<file path="config.mk">
export PLATFORM = sky130hd
export DESIGN_NAME = mmio_uart
export DESIGN_NICKNAME = d
export VERILOG_FILES = /design/src/rtl/mmio_uart.sv
export SDC_FILE = /design/constraint.sdc
export NUM_CORES = 1
export LEC_CHECK = 0
export ABC_AREA = 0
export BUFFER_PORTS_ARGS = -buffer_cell sky130_fd_sc_hd__buf_2
export CAP_MARGIN = 20
export CORE_UTILIZATION = 61
export DETAILED_ROUTE_END_ITERATION = 8
export PLACE_DENSITY = 0.86
export RECOVER_POWER = 25
export SYNTH_ARGS = -nofsm -noshare
export SYNTH_HDL_FRONTEND = slang
export SYNTH_SLANG_ARGS = --single-unit
</file>
<file path="constraint.sdc">
create_clock -name clk -period 4.7 [get_ports clk]
set_input_delay 1.41 -clock clk [delete_from_list [all_inputs] [get_ports clk]]
set_output_delay 1.41 -clock clk [all_outputs]
set_load 0.005 [all_outputs]
</file>
<file path="src/rtl/mmio_uart.sv">
// mmio_uart: memory-mapped 8N1 UART with TX/RX FIFOs,
// runtime baud divisor, sticky error flags and level irq.
module mmio_uart #(
  parameter int DIV_RESET = 434,
  parameter int DIVW      = 16,
  parameter int TXLOG     = 3,
  parameter int RXLOG     = 3
) (
  input  logic        clk,
  input  logic        reset,
  input  logic        cs,
  input  logic        we,
  input  logic        re,
  input  logic [1:0]  addr,
  input  logic [31:0] wdata,
  output logic [31:0] rdata,
  output logic        tx,
  input  logic        rx,
  output logic        irq
);

  localparam int TXD = 1 << TXLOG;
  localparam int RXD = 1 << RXLOG;

  localparam logic [1:0] A_DATA = 2'd0;
  localparam logic [1:0] A_STAT = 2'd1;
  localparam logic [1:0] A_DIV  = 2'd2;
  localparam logic [1:0] A_CTRL = 2'd3;

  typedef enum logic [1:0] {
    T_IDLE, T_START, T_DATA, T_STOP
  } tx_state_t;

  typedef enum logic [2:0] {
    R_IDLE, R_START, R_DATA, R_STOP, R_WAIT
  } rx_state_t;

  logic [DIVW-1:0] div_q;
  logic [DIVW-1:0] div_m1;
  logic [DIVW-1:0] half_m1;
  logic [1:0]      ctrl;
  logic            rxovr;
  logic            ferr;
  logic            txovr;

  logic wr_data;
  logic wr_stat;
  logic wr_div;
  logic wr_ctrl;
  logic unused_bits;

  assign wr_data = cs & we & (addr == A_DATA);
  assign wr_stat = cs & we & (addr == A_STAT);
  assign wr_div  = cs & we & (addr == A_DIV);
  assign wr_ctrl = cs & we & (addr == A_CTRL);
  assign unused_bits = ^wdata;

  assign div_m1  = div_q - 1'b1;
  assign half_m1 = (div_q >> 1) - 1'b1;

  // TX FIFO
  logic [7:0]       tx_mem [TXD];
  logic [TXLOG-1:0] tx_wp;
  logic [TXLOG-1:0] tx_rp;
  logic [TXLOG:0]   tx_cnt;
  logic             tx_full;
  logic             tx_push;
  logic             tx_pop;
  logic             txovr_set;
  logic             txbusy;

  // RX FIFO
  logic [7:0]       rx_mem [RXD];
  logic [RXLOG-1:0] rx_wp;
  logic [RXLOG-1:0] rx_rp;
  logic [RXLOG:0]   rx_cnt;
  logic             rx_full;
  logic             rx_push;
  logic             rx_wr;
  logic             rx_pop;
  logic             rxvalid;
  logic             rxovr_set;
  logic             ferr_set;

  // TX shifter
  tx_state_t       ts;
  logic [DIVW-1:0] tcnt;
  logic [2:0]      tbitn;
  logic [7:0]      tsh;
  logic            tend;

  // RX shifter
  rx_state_t       rs;
  logic [1:0]      rsync;
  logic            rprev;
  logic            rbit;
  logic            fall;
  logic [DIVW-1:0] rcnt;
  logic [2:0]      rbitn;
  logic [7:0]      rsh;
  logic            rend;

  assign tx_full = tx_cnt[TXLOG];
  assign txbusy  = (tx_cnt != '0) | (ts != T_IDLE);
  assign tend    = (tcnt == '0);
  assign tx_pop  = (tx_cnt != '0) &
                   ((ts == T_IDLE) | ((ts == T_STOP) & tend));
  // A pop in the same cycle frees a slot for the push.
  assign tx_push   = wr_data & (~tx_full | tx_pop);
  assign txovr_set = wr_data & ~tx_push;

  assign rx_full  = rx_cnt[RXLOG];
  assign rxvalid  = (rx_cnt != '0);
  assign rx_pop   = cs & re & (addr == A_DATA) & rxvalid;
  assign rbit     = rsync[1];
  assign fall     = rprev & ~rbit;
  assign rend     = (rcnt == '0);
  assign rx_push  = (rs == R_STOP) & rend & rbit;
  assign ferr_set = (rs == R_STOP) & rend & ~rbit;
  assign rx_wr     = rx_push & (~rx_full | rx_pop);
  assign rxovr_set = rx_push & rx_full & ~rx_pop;

  always_ff @(posedge clk) begin
    if (reset) begin
      div_q <= DIVW'(DIV_RESET);
      ctrl  <= '0;
      rxovr <= 1'b0;
      ferr  <= 1'b0;
      txovr <= 1'b0;
      irq   <= 1'b0;
    end else begin
      if (wr_div) begin
        div_q <= (wdata[DIVW-1:0] < DIVW'(2)) ?
                 DIVW'(2) : wdata[DIVW-1:0];
      end
      if (wr_ctrl) ctrl <= wdata[1:0];
      rxovr <= rxovr_set | (rxovr & ~(wr_stat & wdata[3]));
      ferr  <= ferr_set  | (ferr  & ~(wr_stat & wdata[4]));
      txovr <= txovr_set | (txovr & ~(wr_stat & wdata[5]));
      irq   <= (ctrl[0] & rxvalid) | (ctrl[1] & ~txbusy);
    end
  end

  always_ff @(posedge clk) begin
    if (tx_push) tx_mem[tx_wp] <= wdata[7:0];
    if (rx_wr)   rx_mem[rx_wp] <= rsh;
  end

  always_ff @(posedge clk) begin
    if (reset) begin
      tx_wp  <= '0;
      tx_rp  <= '0;
      tx_cnt <= '0;
      rx_wp  <= '0;
      rx_rp  <= '0;
      rx_cnt <= '0;
    end else begin
      if (tx_push) tx_wp <= tx_wp + 1'b1;
      if (tx_pop)  tx_rp <= tx_rp + 1'b1;
      unique case ({tx_push, tx_pop})
        2'b10:   tx_cnt <= tx_cnt + 1'b1;
        2'b01:   tx_cnt <= tx_cnt - 1'b1;
        default: ;
      endcase
      if (rx_wr)  rx_wp <= rx_wp + 1'b1;
      if (rx_pop) rx_rp <= rx_rp + 1'b1;
      unique case ({rx_wr, rx_pop})
        2'b10:   rx_cnt <= rx_cnt + 1'b1;
        2'b01:   rx_cnt <= rx_cnt - 1'b1;
        default: ;
      endcase
    end
  end

  always_ff @(posedge clk) begin
    if (reset) begin
      ts    <= T_IDLE;
      tx    <= 1'b1;
      tcnt  <= '0;
      tbitn <= '0;
      tsh   <= '0;
    end else if (tx_pop) begin
      ts   <= T_START;
      tx   <= 1'b0;
      tsh  <= tx_mem[tx_rp];
      tcnt <= div_m1;
    end else begin
      unique case (ts)
        T_IDLE: ;
        T_START: begin
          if (tend) begin
            ts    <= T_DATA;
            tx    <= tsh[0];
            tsh   <= tsh >> 1;
            tbitn <= '0;
            tcnt  <= div_m1;
          end else begin
            tcnt <= tcnt - 1'b1;
          end
        end
        T_DATA: begin
          if (tend) begin
            tcnt  <= div_m1;
            tbitn <= tbitn + 1'b1;
            if (tbitn == 3'd7) begin
              ts <= T_STOP;
              tx <= 1'b1;
            end else begin
              tx  <= tsh[0];
              tsh <= tsh >> 1;
            end
          end else begin
            tcnt <= tcnt - 1'b1;
          end
        end
        T_STOP: begin
          if (tend) ts <= T_IDLE;
          else      tcnt <= tcnt - 1'b1;
        end
      endcase
    end
  end

  always_ff @(posedge clk) begin
    if (reset) begin
      rsync <= 2'b11;
      rprev <= 1'b1;
      rs    <= R_IDLE;
      rcnt  <= '0;
      rbitn <= '0;
      rsh   <= '0;
    end else begin
      rsync <= {rsync[0], rx};
      rprev <= rbit;
      unique case (rs)
        R_IDLE: begin
          if (fall) begin
            rs   <= R_START;
            rcnt <= half_m1;
          end
        end
        R_START: begin
          if (rend) begin
            // A start bit that is high again is a glitch.
            rs    <= rbit ? R_IDLE : R_DATA;
            rcnt  <= div_m1;
            rbitn <= '0;
          end else begin
            rcnt <= rcnt - 1'b1;
          end
        end
        R_DATA: begin
          if (rend) begin
            rsh   <= {rbit, rsh[7:1]};
            rcnt  <= div_m1;
            rbitn <= rbitn + 1'b1;
            if (rbitn == 3'd7) rs <= R_STOP;
          end else begin
            rcnt <= rcnt - 1'b1;
          end
        end
        R_STOP: begin
          if (rend) rs <= rbit ? R_IDLE : R_WAIT;
          else      rcnt <= rcnt - 1'b1;
        end
        R_WAIT: begin
          if (rbit) rs <= R_IDLE;
        end
        default: rs <= R_IDLE;
      endcase
    end
  end

  always_comb begin
    rdata = '0;
    unique case (addr)
      A_DATA: rdata = {23'b0, rxvalid,
                       rxvalid ? rx_mem[rx_rp] : 8'h00};
      A_STAT: rdata = {8'h00, 8'(rx_cnt), 8'(tx_cnt), 2'b00,
                       txovr, ferr, rxovr, rxvalid, txbusy, tx_full};
      A_DIV:  rdata = 32'(div_q);
      A_CTRL: rdata = {30'b0, ctrl};
    endcase
  end

endmodule

</file>
[Word level (Yosys, flattened, before mapping)]
Memory sizes are Yosys's and may differ from the RTL's. A register that Yosys moved wholly into a read port is not among the register bits.
Cells that the tools add are included.
Cells by class
  add/sub/neg operators: 14
  order comparisons: 1
  equal/unequal tests: 33
  mux-type cells: 52
  bitwise operators: 45
  reductions and logical operators: 30
Operators with widths (number)
  one-hot mux 32 bit (4 select lines): 1
  two-way mux 16 bit: 7
  one-hot mux 16 bit (3 select lines): 1
  subtractor 16 x 1 -> 16 bit (second input constant): 3
  two-way mux 3 bit: 15
  two-way mux 8 bit: 5
  logical NOT 16 bit: 2
  one-hot mux 16 bit (2 select lines): 1
  bitwise AND 1 bit: 27
  inequality test 2 bit (second input constant): 11
  adder 3 x 1 -> 3 bit (second input constant): 6
  inequality test 3 bit (second input constant): 6
  less-than comparator 16 x 2 -> 1 bit (second input constant): 1
  one-hot mux 4 bit (2 select lines): 2
  one-hot mux 8 bit (2 select lines): 1
  subtractor 15 x 1 -> 16 bit (second input constant): 1
  one-hot mux 3 bit (5 select lines): 1
  equality test 2 bit (second input constant): 6
  one-hot mux 3 bit (2 select lines): 2
  nonzero test 3 bit: 4
  nonzero test 4 bit: 3
  two-way mux 2 bit: 5
  inverter 1 bit: 10
  AND reduction 5 bit: 2
  18 further kinds: 52
Storage, ports and cells
  flip-flop bits (word level): 105
  RAM bits: 128
  bits of input ports: 40
  output and inout port bits: 34
  logic and storage cells: 201
  memories: 2
Memories
  rx_mem: words 8, width 8, rd ports 1, clocked after memory_dff 1, write ports 1, RTL line 73  | logic [7:0] rx_mem [RXD];
  tx_mem: words 8, width 8, rd ports 1, clocked after memory_dff 1, write ports 1, RTL line 62  | logic [7:0] tx_mem [TXD];

[Depth between registers and ports, before layout]
Gate-level depths: netlist of run 1.
  depth after elaboration: 9
  gate-level depth with buffers: 14
  gate-level depth less buffers: 13

[Least setup slack after synthesis of run 1]
Ideal clock, no wire load.
  kind: in2reg
  start: input addr[1]
  end: register rx_cnt[3]
  library setup time: 0.070 ns
  arrival time: 3.937 ns
  data required time: 4.630 ns
  setup slack: 0.692 ns
  stages: 11
  buffers on the path: 1
  cells stage by stage: clkbuf_1 > o31a_1 > nor4b_1 > inv_1 > ha_1 > ha_1 > a21o_1 > a21oi_1 > xnor2_1 > or3_1 > a21oi_1
Between the ends
  longest elaborated chain between the ends: 7
  elaborated cells on any way between the ends: 9
  those cells by class: eq/ne: 2; mux: 1; bitwise: 4; reduce/logical: 2
Ends and longest elaborated chain
  start: declaration: RTL line 14  | input logic [1:0] addr,
  logical NOT 2 bit (*): RTL line 114  | assign rx_pop = cs & re & (addr == A_DATA) & rxvalid;
  bitwise AND 1 bit (*) (2 in series): RTL line 114
  bitwise OR 1 bit: RTL line 120  | assign rx_wr = rx_push & (~rx_full | rx_pop);
  bitwise AND 1 bit: RTL line 120
  equality test 2 x 1 -> 1 bit or equality test 2 bit (tied branches): RTL line 167  | unique case ({rx_wr, rx_pop})
  one-hot mux 4 bit (2 select lines) or nonzero test 2 bit (tied branches)
  end signal: assignment: RTL line 168  | 2'b10: rx_cnt <= rx_cnt + 1'b1;
  end signal: assignment: RTL line 169  | 2'b01: rx_cnt <= rx_cnt - 1'b1;
  end: declaration: RTL line 76  | logic [RXLOG:0] rx_cnt;
Every way passes the cells marked *; elsewhere a longest branch is shown, timed or not.
A chain may end at the register's enable or synchronous reset.

==> flow_metrics.py, run 1 <==
metrics = {
    "synth": {
        "synth-async-reset-ratio_pct": 0,
        "yosysUniqueCellTypes": 80,
        "seq_area_frac_synth_pct": 52.5,
        "postSynthCellCount": 1031,
        "synth-xor-area-share_pct": 2.73,
        "synthAdderAreaFrac_pct": 3.21,
        "synth_top_family_by_area": "simple AND/OR/NAND/NOR gates",
        "synth.area.mux_share_pct": 10.3,
        "synth_warnings": 0,
        "synth_edf_count": 128,
        "synth_compound_area_share_pct": 11.5,
        "synth-simple-area-share_pct": 15.5,
        "ys_ff_latch": 239,
        "syn_area_um2": 11500,
        "syn_area_per_cell_um2": 11.2,
        "synth_ff_type": "edfxtp_1",
    },
    "cells_and_area": {
        "nNetsFinal": 1138,
        "diodes": 0,
        "syn_to_final_growth_pct": 10.7,
        "fill_cells": 1229,
        "fin_area_um2": 12800,
        "drive_gt1_share_pct": 16.4,
    },
    "global_routing": {
        "grt_remaining_overflow": 0,
        "grt_pass1_wl_um": 46100,
        "grt_pass1_vias": 8505,
        "grt_max_degree": 68,
        "grt_util_met3_pct": 5.02,
        "grt_util_met1_pct": 41.5,
        "top_usage_layer": "met2",
        "grt_util_all_layers_pct": 30.7,
        "met2_usage_pct": 49.4,
        "grt_antenna_before_repair": 1,
    },
    "setup_path": {
        "path_depth": 5,
        "crit_path_cell_trace": "buf_4, mux4_2, mux2i_1, o21ai_0, buf_2",
        "crit_end": "rdata[4]",
        "r2r-start": "tcnt[9]",
        "crit_slowest_cell": "dfxtp_1",
        "ff2ff_path_depth": 12,
        "rrSetupSlack_ns": 1.15,
        "worstPathBufferInverterCount": 2,
        "endpoint_kind": "output port",
        "crit_arrival_ns": 2.78,
        "startpoint_type": "register",
        "cpLargestDelayFamily": "multiplexers",
        "r2r-end": "tx_cnt[2]",
        "critical_path_class": "register to output port",
        "slowest_delay_ns": 0.74,
        "path_max_fanout": 9,
        "crit_required_ns": 3.29,
    },
    "run": {
        "drv_cap": 0,
    },
    "clock_network": {
        "cts_tree": "built",
        "clock_sinks": 239,
        "clk_pin_slew_ns": 0.06,
        "postCtsSetupBuffers": 0,
        "htree_levels": 1,
        "clockBufferDepth": 3,
        "post_cts_resized": 0,
        "cts_hold_buf": 0,
        "numCtsBuffers": 24,
        "worstSkewPairLatency_ns": 0.55,
        "root_buffer": "clkbuf_16",
    },
    "power": {
        "power_frac_comb_pct": 34.3,
        "p_clk_share_pct": 29.4,
        "irDropWorstVdd_mv": 0.393,
        "p_switching_mw": 2.44,
        "p_int_mw": 4.42,
        "pwr-share-seq_pct": 36.3,
        "powerDensity_nw_per_um2": 537,
        "p_leak_nw": 4.50,
        "p_sw_share_pct": 35.6,
    },
    "floorplanning": {
        "io_pins": 74,
        "die-area_um2": 19500,
        "rows": 49,
        "core-area_um2": 18300,
        "die_h_um": 140,
        "fp.dieW_um": 140,
        "initial_core_util_pct": 63.2,
    },
    "routing": {
        "initialDrtViolationCount": 1041,
        "viasPerCell": 6.75,
        "drt-pass1-iter-count": 6,
        "wirelength_um": 29700,
        "via_count": 8887,
        "detail-route-antenna-nets": 0,
        "drc_errors": 0,
        "wl_per_cell_um": 22.6,
    },
    "placed_design": {
        "globalplace.congestion": 0.989,
        "postPlaceCellArea_um2": 11900,
        "dp_hpwl_um": 18800,
        "numPortBuffers": 45,
    },
    "timing": {
        "period_minus_slack_ns": 4.19,
        "setup-tns-final_ns": 0,
        "fmax_ghz": 0.239,
        "setup_violations": 0,
        "slew_violations": 0,
        "fin_crit_sh_pct": 89.1,
        "tightest_slew_ns": 1.01,
        "fin_skew_ns": 0.0323,
        "finalHoldViolCount": 0,
        "slew_headroom_pct": 32.6,
        "rsz0062_at_grt": "false",
        "hold-worst-slack_ns": 0.421,
    },
    "hold_path": {
        "hp-class": "register to register",
    },
    "status": {
        "status": "finished clean",
    },
}
[synth_stat cells (all sizes together) (6+ instances only)]
cell type	count	area, um^2
mux2i	38	380
mux2	8	90.1
nor2	88	362
nor3b	10	75.1
a22oi	6	45.0
a31oi	6	52.6
nand3	20	100
o2bb2ai	8	70.1
buf	25	173
inv	25	93.8
or4	10	83.8
o32ai	11	96.3
nor3	22	110
ha	28	350
or3	9	60.1
a22o	6	53.8
edfxtp	128	3840
and2	10	62.6
clkbuf	43	181
o22ai	14	87.6
xnor2	14	123
nand2b	11	68.8
dfxtp	111	2220
nor4	22	171
nand2	107	404
o21ai	48	240
or2	10	62.6
nand4	7	43.8
mux4	32	721
xor2	22	193
a21oi	63	319
[worst min path at each step]
stage,startpoint,to,slack [ns],depth (start not counted)
floorplan,rsync[0],rsync[1],0.39,1
global placement,rsync[0],rsync[1],0.40,1
detailed placement,rsync[0],rsync[1],0.40,1
CTS,rsync[0],rsync[1],0.42,1
global route,rsync[0],rsync[1],0.43,1
finish,rsync[0],rsync[1],0.42,1
[worst reg2reg max path, stage by stage (launching register included)]
cell and delay (ns):
dfxtp_1 0.35, or4_4 0.61, nor4_4 0.51, a31oi_4 0.27
a21oi_2 0.26, inv_2 0.14, ha_1 0.30, xor2_1 0.17
ha_1 0.19, a21oi_1 0.15, xor2_1 0.10, or3_1 0.31
a21oi_1 0.14
[per-layer routing]
layer	routed length, um	part of all wire, %
met1	11400	38
met2	13600	46
met3	3240	11
met4	1480	5.0
met5	0	0
[cell usage in the layout (no fill, tap or decap), types with 6 or more instances in the layout]
master and instances:
o22ai_1 14, o2bb2ai_1 8, nor2_1 85, nand3_1 20, o21ai_0 43, o32ai_1 11, xnor2_1 14, ha_1 28
nand4_1 7, edfxtp_1 128, or4_1 7, or3_1 6, nand2_1 106, clkbuf_1 8, nor4_1 18, mux4_2 32
xor2_1 22, inv_1 24, nor3b_1 9, clkbuf_16 24, conb_1 12, a22oi_1 6, dfxtp_1 111, buf_2 40
or2_2 10, a21oi_1 62, mux2_2 8, buf_4 23, nor3_1 22, nand2b_1 11, mux2i_1 38, and2_1 9
[area by class of cell]
class / count / area (um^2) / area share, %
Clock inverter: 16 / 215 / 1.68
Clock buffer: 28 / 626 / 4.90
Sequential cell: 239 / 6070 / 47.5
Multi-Input combinational cell: 709 / 5060 / 39.6
Inverter: 25 / 93.8 / 0.735
Tap cell: 229 / 287 / 2.24
Timing Repair Buffer: 70 / 430 / 3.37
[state kept, by name, indices dropped and copies added, names as in the netlist, 2 cells and up, named ones only]
signal,flops
tsh,8
rx_rp,3
rsh,8
rs,3
rbitn,3
tx_rp,3
tcnt,16
tx_mem,64
rx_cnt,4
ts,2
rsync,2
rcnt,16
rx_wp,3
ctrl,2
div_q,16
tx_cnt,4
rx_mem,64
tx_wp,3
tbitn,3
[logic make-up (layout without fill, tap and decap cells)]
| group | after synthesis | in the layout |
|---|---|---|
| xor+xnor | 36 | 36 |
| compound gates | 204 | 204 |
| fa+ha+maj | 29 | 29 |
| simple gates | 350 | 350 |
| mux | 78 | 78 |
| flops | 239 | 239 |
| buf+inv | 94 | 139 |
| other cells | 1 | 12 |
[per-stage QoR]
step / setup slack, ns / instances / utilization (%) / total power, mW
floorplan: 0.692 / 1042 / - / 4.30
global placement: 0.794 / 1269 / 65.1 / 4.70
detailed placement: 0.708 / 1269 / 65.1 / 4.77
CTS: 0.498 / 1313 / 69.7 / 6.79
global route: 0.397 / 1316 / 69.9 / 7.16
finish: 0.510 / 1316 / 69.9 / 6.87
[power by group through the flow]
stage               clock network, mW  registers [mW]  logic, mW
global route                     2.11            2.51       2.54
detailed placement                  0            2.54       2.23
global placement                    0            2.53       2.17
finish                           2.02            2.49       2.35
floorplan                           0            2.45       1.85
CTS                              2.02            2.50       2.27
Power figures use the tool's default switching activity.
==> run 2: changes to the inputs <==
--- a/config.mk
+++ b/config.mk
@@ -9,6 +9,7 @@
 export BUFFER_PORTS_ARGS = -buffer_cell sky130_fd_sc_hd__buf_2
 export CAP_MARGIN = 20
 export CORE_UTILIZATION = 61
+export CTS_BUF_LIST = sky130_fd_sc_hd__clkbuf_8 sky130_fd_sc_hd__clkbuf_16
 export DETAILED_ROUTE_END_ITERATION = 8
 export PLACE_DENSITY = 0.86
 export RECOVER_POWER = 25
==> flow_metrics.py, run 2 (synthesized netlist as in run 1, its figures left out) <==
metrics = {
    "status": {
        "status": "finished clean",
    },
    "setup_path": {
        "cpLargestDelayFamily": "multiplexers",
        "path_depth": 5,
        "slowest_delay_ns": 0.74,
        "rrSetupSlack_ns": 1.16,
        "ff2ff_path_depth": 12,
        "worstPathBufferInverterCount": 2,
        "crit_path_cell_trace": "buf_4, mux4_2, mux2i_1, o21ai_0, buf_2",
        "path_max_fanout": 9,
        "crit_slowest_cell": "dfxtp_1",
        "r2r-end": "tx_cnt[2]",
        "crit_end": "rdata[5]",
        "endpoint_kind": "output port",
        "critical_path_class": "register to output port",
        "crit_arrival_ns": 2.78,
        "crit_required_ns": 3.29,
        "r2r-start": "tcnt[9]",
        "startpoint_type": "register",
    },
    "cells_and_area": {
        "diodes": 0,
        "fin_util_pct": 69.9,
        "syn_to_final_growth_pct": 10.7,
        "most-common-layout-cells": "edfxtp_1, dfxtp_1, nand2_1",
        "drive_gt1_share_pct": 16.4,
        "fin_cells": 1316,
        "reg_top3": "rx_mem (64), tx_mem (64)",
        "nNetsFinal": 1138,
        "fill_cells": 1229,
        "final_common_cell": "edfxtp_1",
    },
    "clock_network": {
        "cts_hold_buf": 0,
        "clock_sinks": 239,
        "clockBufferDepth": 3,
        "clk_pin_slew_ns": 0.06,
        "cts_tree": "built",
        "post_cts_resized": 0,
        "worstSkewPairLatency_ns": 0.55,
        "htree_levels": 1,
        "postCtsSetupBuffers": 0,
        "root_buffer": "clkbuf_16",
        "numCtsBuffers": 24,
    },
    "global_routing": {
        "grt_antenna_before_repair": 1,
        "grt_util_all_layers_pct": 30.7,
        "grt_max_degree": 68,
        "grt_pass1_vias": 8501,
        "grt_pass1_wl_um": 46100,
        "grt_remaining_overflow": 0,
    },
    "run": {
        "drv_cap": 0,
    },
    "timing": {
        "setup-tns-final_ns": 0,
        "slew_headroom_pct": 30.6,
        "fmax_ghz": 0.239,
        "rsz0062_at_grt": "false",
        "fin_skew_ns": 0.0315,
        "finalHoldViolCount": 0,
        "slew_violations": 0,
        "fin_crit_sh_pct": 89.1,
        "setup_violations": 0,
        "tightest_slew_ns": 1.04,
        "period_minus_slack_ns": 4.19,
    },
    "floorplanning": {
        "io_pins": 74,
        "rows": 49,
        "fp.dieW_um": 140,
        "die-area_um2": 19500,
        "initial_core_util_pct": 63.2,
        "die_h_um": 140,
        "core-area_um2": 18300,
    },
    "routing": {
        "drc_errors": 0,
        "drt-pass1-iter-count": 6,
        "via_count": 8842,
        "initialDrtViolationCount": 1121,
        "viasPerCell": 6.72,
        "detail-route-antenna-nets": 0,
        "wirelength_um": 29600,
        "wl_per_cell_um": 22.5,
    },
    "power": {
        "irDropWorstVdd_mv": 0.390,
        "powerDensity_nw_per_um2": 536,
        "finalPower_mw": 6.85,
        "p_leak_nw": 4.51,
    },
    "placed_design": {
        "dp_hpwl_um": 18800,
        "numPortBuffers": 45,
        "dp.cells": 1269,
        "globalplace.congestion": 0.989,
    },
    "hold_path": {
        "hp-class": "register to register",
    },
}
## run 2: cell count changes in the layout (fill, tap and decap cells not counted)
cell      previous run  this run
clkbuf_1             8         5
inv_1               24        27
## run 2: routing by layer
layer  vias to the layer above  wire length (um)  global-route usage, %
li1                       3892                 -                      -
met1                      4225             11300                   41.5
met2                       596             13700                   49.4
met3                       129              3260                   5.02
met4                         0              1410                   13.4
met5                         -                 0                      0
## run 2: layout make-up
cell class,instances,area (um^2),area share [%]
multi-input combinational,709,5060,39.6
clock inverter,19,226,1.77
clock buffer,25,614,4.81
timing repair buffer,70,430,3.37
tap,229,287,2.24
sequential,239,6070,47.5
inverter,25,93.8,0.735
## run 2: how the worst min path moves through the flow
stage	start	endpoint	slack, ns	cells past startpoint
6_report	rsync[0]	rsync[1]	0.42	1
5_1_grt	rsync[0]	rsync[1]	0.43	1
4_1_cts	rsync[0]	rsync[1]	0.42	1
3_5_place_dp	rsync[0]	rsync[1]	0.40	1
3_3_place_gp	rsync[0]	rsync[1]	0.40	1
2_1_floorplan	rsync[0]	rsync[1]	0.39	1
## run 2: metrics by stage
| step | area (um^2) | hold WS [ns] | setup WS (ns) |
|---|---|---|---|
| after floorplan | 11600 | 0.389 | 0.692 |
| after global placement | 11900 | 0.400 | 0.794 |
| after detailed placement | 11900 | 0.402 | 0.708 |
| after CTS | 12700 | 0.424 | 0.498 |
| after global routing | 12800 | 0.430 | 0.397 |
| final | 12800 | 0.420 | 0.511 |
## run 2: where the power goes
group	internal (mW)	switching, mW
combinational	0.917	1.43
sequential	2.32	0.170
clock	1.18	0.834
==> run 3: changes to the inputs <==
--- a/config.mk
+++ b/config.mk
@@ -8,10 +8,10 @@
 export ABC_AREA = 0
 export BUFFER_PORTS_ARGS = -buffer_cell sky130_fd_sc_hd__buf_2
 export CAP_MARGIN = 20
-export CORE_UTILIZATION = 61
-export CTS_BUF_LIST = sky130_fd_sc_hd__clkbuf_8 sky130_fd_sc_hd__clkbuf_16
+export CORE_UTILIZATION = 63
+export CTS_BUF_LIST = sky130_fd_sc_hd__clkbuf_4 sky130_fd_sc_hd__clkbuf_8
 export DETAILED_ROUTE_END_ITERATION = 8
-export PLACE_DENSITY = 0.86
+export PLACE_DENSITY = 0.88
 export RECOVER_POWER = 25
 export SYNTH_ARGS = -nofsm -noshare
 export SYNTH_HDL_FRONTEND = slang
==> flow_metrics.py, run 3 (synthesized netlist as in run 1, its figures left out) <==
metrics = {
    "setup_path": {
        "path_max_fanout": 9,
        "ff2ff_path_depth": 11,
        "startpoint_type": "register",
        "rrSetupSlack_ns": 1.04,
        "r2r-start": "tcnt[9]",
        "crit_required_ns": 3.29,
        "endpoint_kind": "output port",
        "critical_path_class": "register to output port",
        "r2r-end": "tx_cnt[2]",
        "crit_arrival_ns": 2.66,
    },
    "clock_network": {
        "clk_pin_slew_ns": 0.06,
        "root_buffer": "clkbuf_8",
        "cts_hold_buf": 0,
        "cts_tree": "built",
        "postCtsSetupBuffers": 0,
        "worstSkewPairLatency_ns": 0.55,
        "post_cts_resized": 0,
        "clock_sinks": 239,
        "clockBufferDepth": 3,
        "htree_levels": 2,
        "numCtsBuffers": 39,
    },
    "timing": {
        "fin_skew_ns": 0.0154,
        "slew_violations": 0,
        "rsz0062_at_grt": "false",
        "setup_violations": 0,
        "finalHoldViolCount": 0,
        "hold-worst-slack_ns": 0.432,
        "fmax_ghz": 0.246,
        "period_minus_slack_ns": 4.07,
        "fin_crit_sh_pct": 86.5,
        "setup_slack_ns": 0.634,
        "slew_headroom_pct": 23.0,
        "tightest_slew_ns": 1.15,
        "setup-tns-final_ns": 0,
    },
    "floorplanning": {
        "core-area_um2": 18000,
        "die-area_um2": 18900,
        "initial_core_util_pct": 64.3,
        "io_pins": 74,
        "die_h_um": 137,
        "rows": 49,
        "fp.dieW_um": 137,
    },
    "cells_and_area": {
        "reg_top3": "rx_mem (64), tx_mem (64)",
        "most-common-layout-cells": "edfxtp_1, dfxtp_1, nand2_1",
        "nNetsFinal": 1151,
        "fill_cells": 1191,
        "final_common_cell": "edfxtp_1",
        "drive_gt1_share_pct": 18.0,
        "syn_to_final_growth_pct": 9.97,
        "fin_cells": 1342,
    },
    "hold_path": {
        "min_to": "rsync[1]",
        "hp-class": "register to register",
        "hp-start": "rsync[0]",
        "hold_path_depth": 1,
    },
    "routing": {
        "drt-pass1-iter-count": 8,
        "initialDrtViolationCount": 910,
        "detail-route-antenna-nets": 0,
        "drc_errors": 0,
        "viasPerCell": 6.48,
        "wl_per_cell_um": 20.5,
        "wirelength_um": 27400,
        "via_count": 8692,
    },
    "power": {
        "powerDensity_nw_per_um2": 520,
        "p_leak_nw": 4.49,
        "finalPower_mw": 6.61,
        "irDropWorstVdd_mv": 0.341,
    },
    "status": {
        "status": "finished clean",
    },
    "global_routing": {
        "grt_remaining_overflow": 0,
        "grt_antenna_before_repair": 1,
        "grt_pass1_wl_um": 43000,
        "grt_util_all_layers_pct": 30.2,
        "grt_max_degree": 48,
        "grt_pass1_vias": 8202,
    },
    "placed_design": {
        "dp_hpwl_um": 18200,
        "dpl_worst_slack_ns": 0.663,
        "dp.cells": 1269,
        "numPortBuffers": 45,
        "globalplace.congestion": 0.935,
    },
    "run": {
        "drv_cap": 0,
    },
}
run 3: layer usage:
layer / vias up / wire length [um] / share of wire (%) / global-route usage (%)
li1: 3936 / - / - / -
met1: 4158 / 10800 / 39 / 40.4
met2: 524 / 13000 / 47 / 48.5
met3: 74 / 2900 / 11 / 6.44
met4: 0 / 720 / 2.6 / 11.7
met5: - / 0 / 0 / 0
run 3: critical path, cell delays in order, from the launching register on:
cell	delay (ns)
dfxtp_1	0.63
buf_4	0.32
mux4_2	0.52
mux2i_1	0.26
o21ai_0	0.20
buf_2	0.17
run 3: worst max path at each step:
stage,end,depth (start not counted),slack [ns],from
after floorplan,rx_cnt[3],11,0.69,addr[1]
after global placement,rx_cnt[3],13,0.72,cs
after detailed placement,rx_cnt[3],13,0.66,cs
after CTS,rdata[3],5,0.61,register
after global routing,rdata[3],5,0.53,register
final,rdata[3],5,0.63,register
run 3: layout make-up:
cell class	count	area (um^2)	area share, %
Antenna cell	1	2.50	0.0197
Clock buffer	54	668	5.26
Clock inverter	17	111	0.877
Inverter	25	93.8	0.739
Multi-Input combinational cell	709	5060	39.8
Sequential cell	239	6070	47.8
Tap cell	229	287	2.26
Timing Repair Buffer	68	410	3.23
run 3: per-stage QoR:
step	utilization, %	instance area [um^2]
4_1_cts	70.6	12700
5_1_grt	70.7	12700
6_report	70.7	12700
3_5_place_dp	66.2	11900
2_1_floorplan	-	11600
3_3_place_gp	66.2	11900
run 3: power by group:
part	internal (mW)	switching (mW)
sequential	2.32	0.164
clock	0.985	0.827
combinational	0.905	1.40
total	4.21	2.40
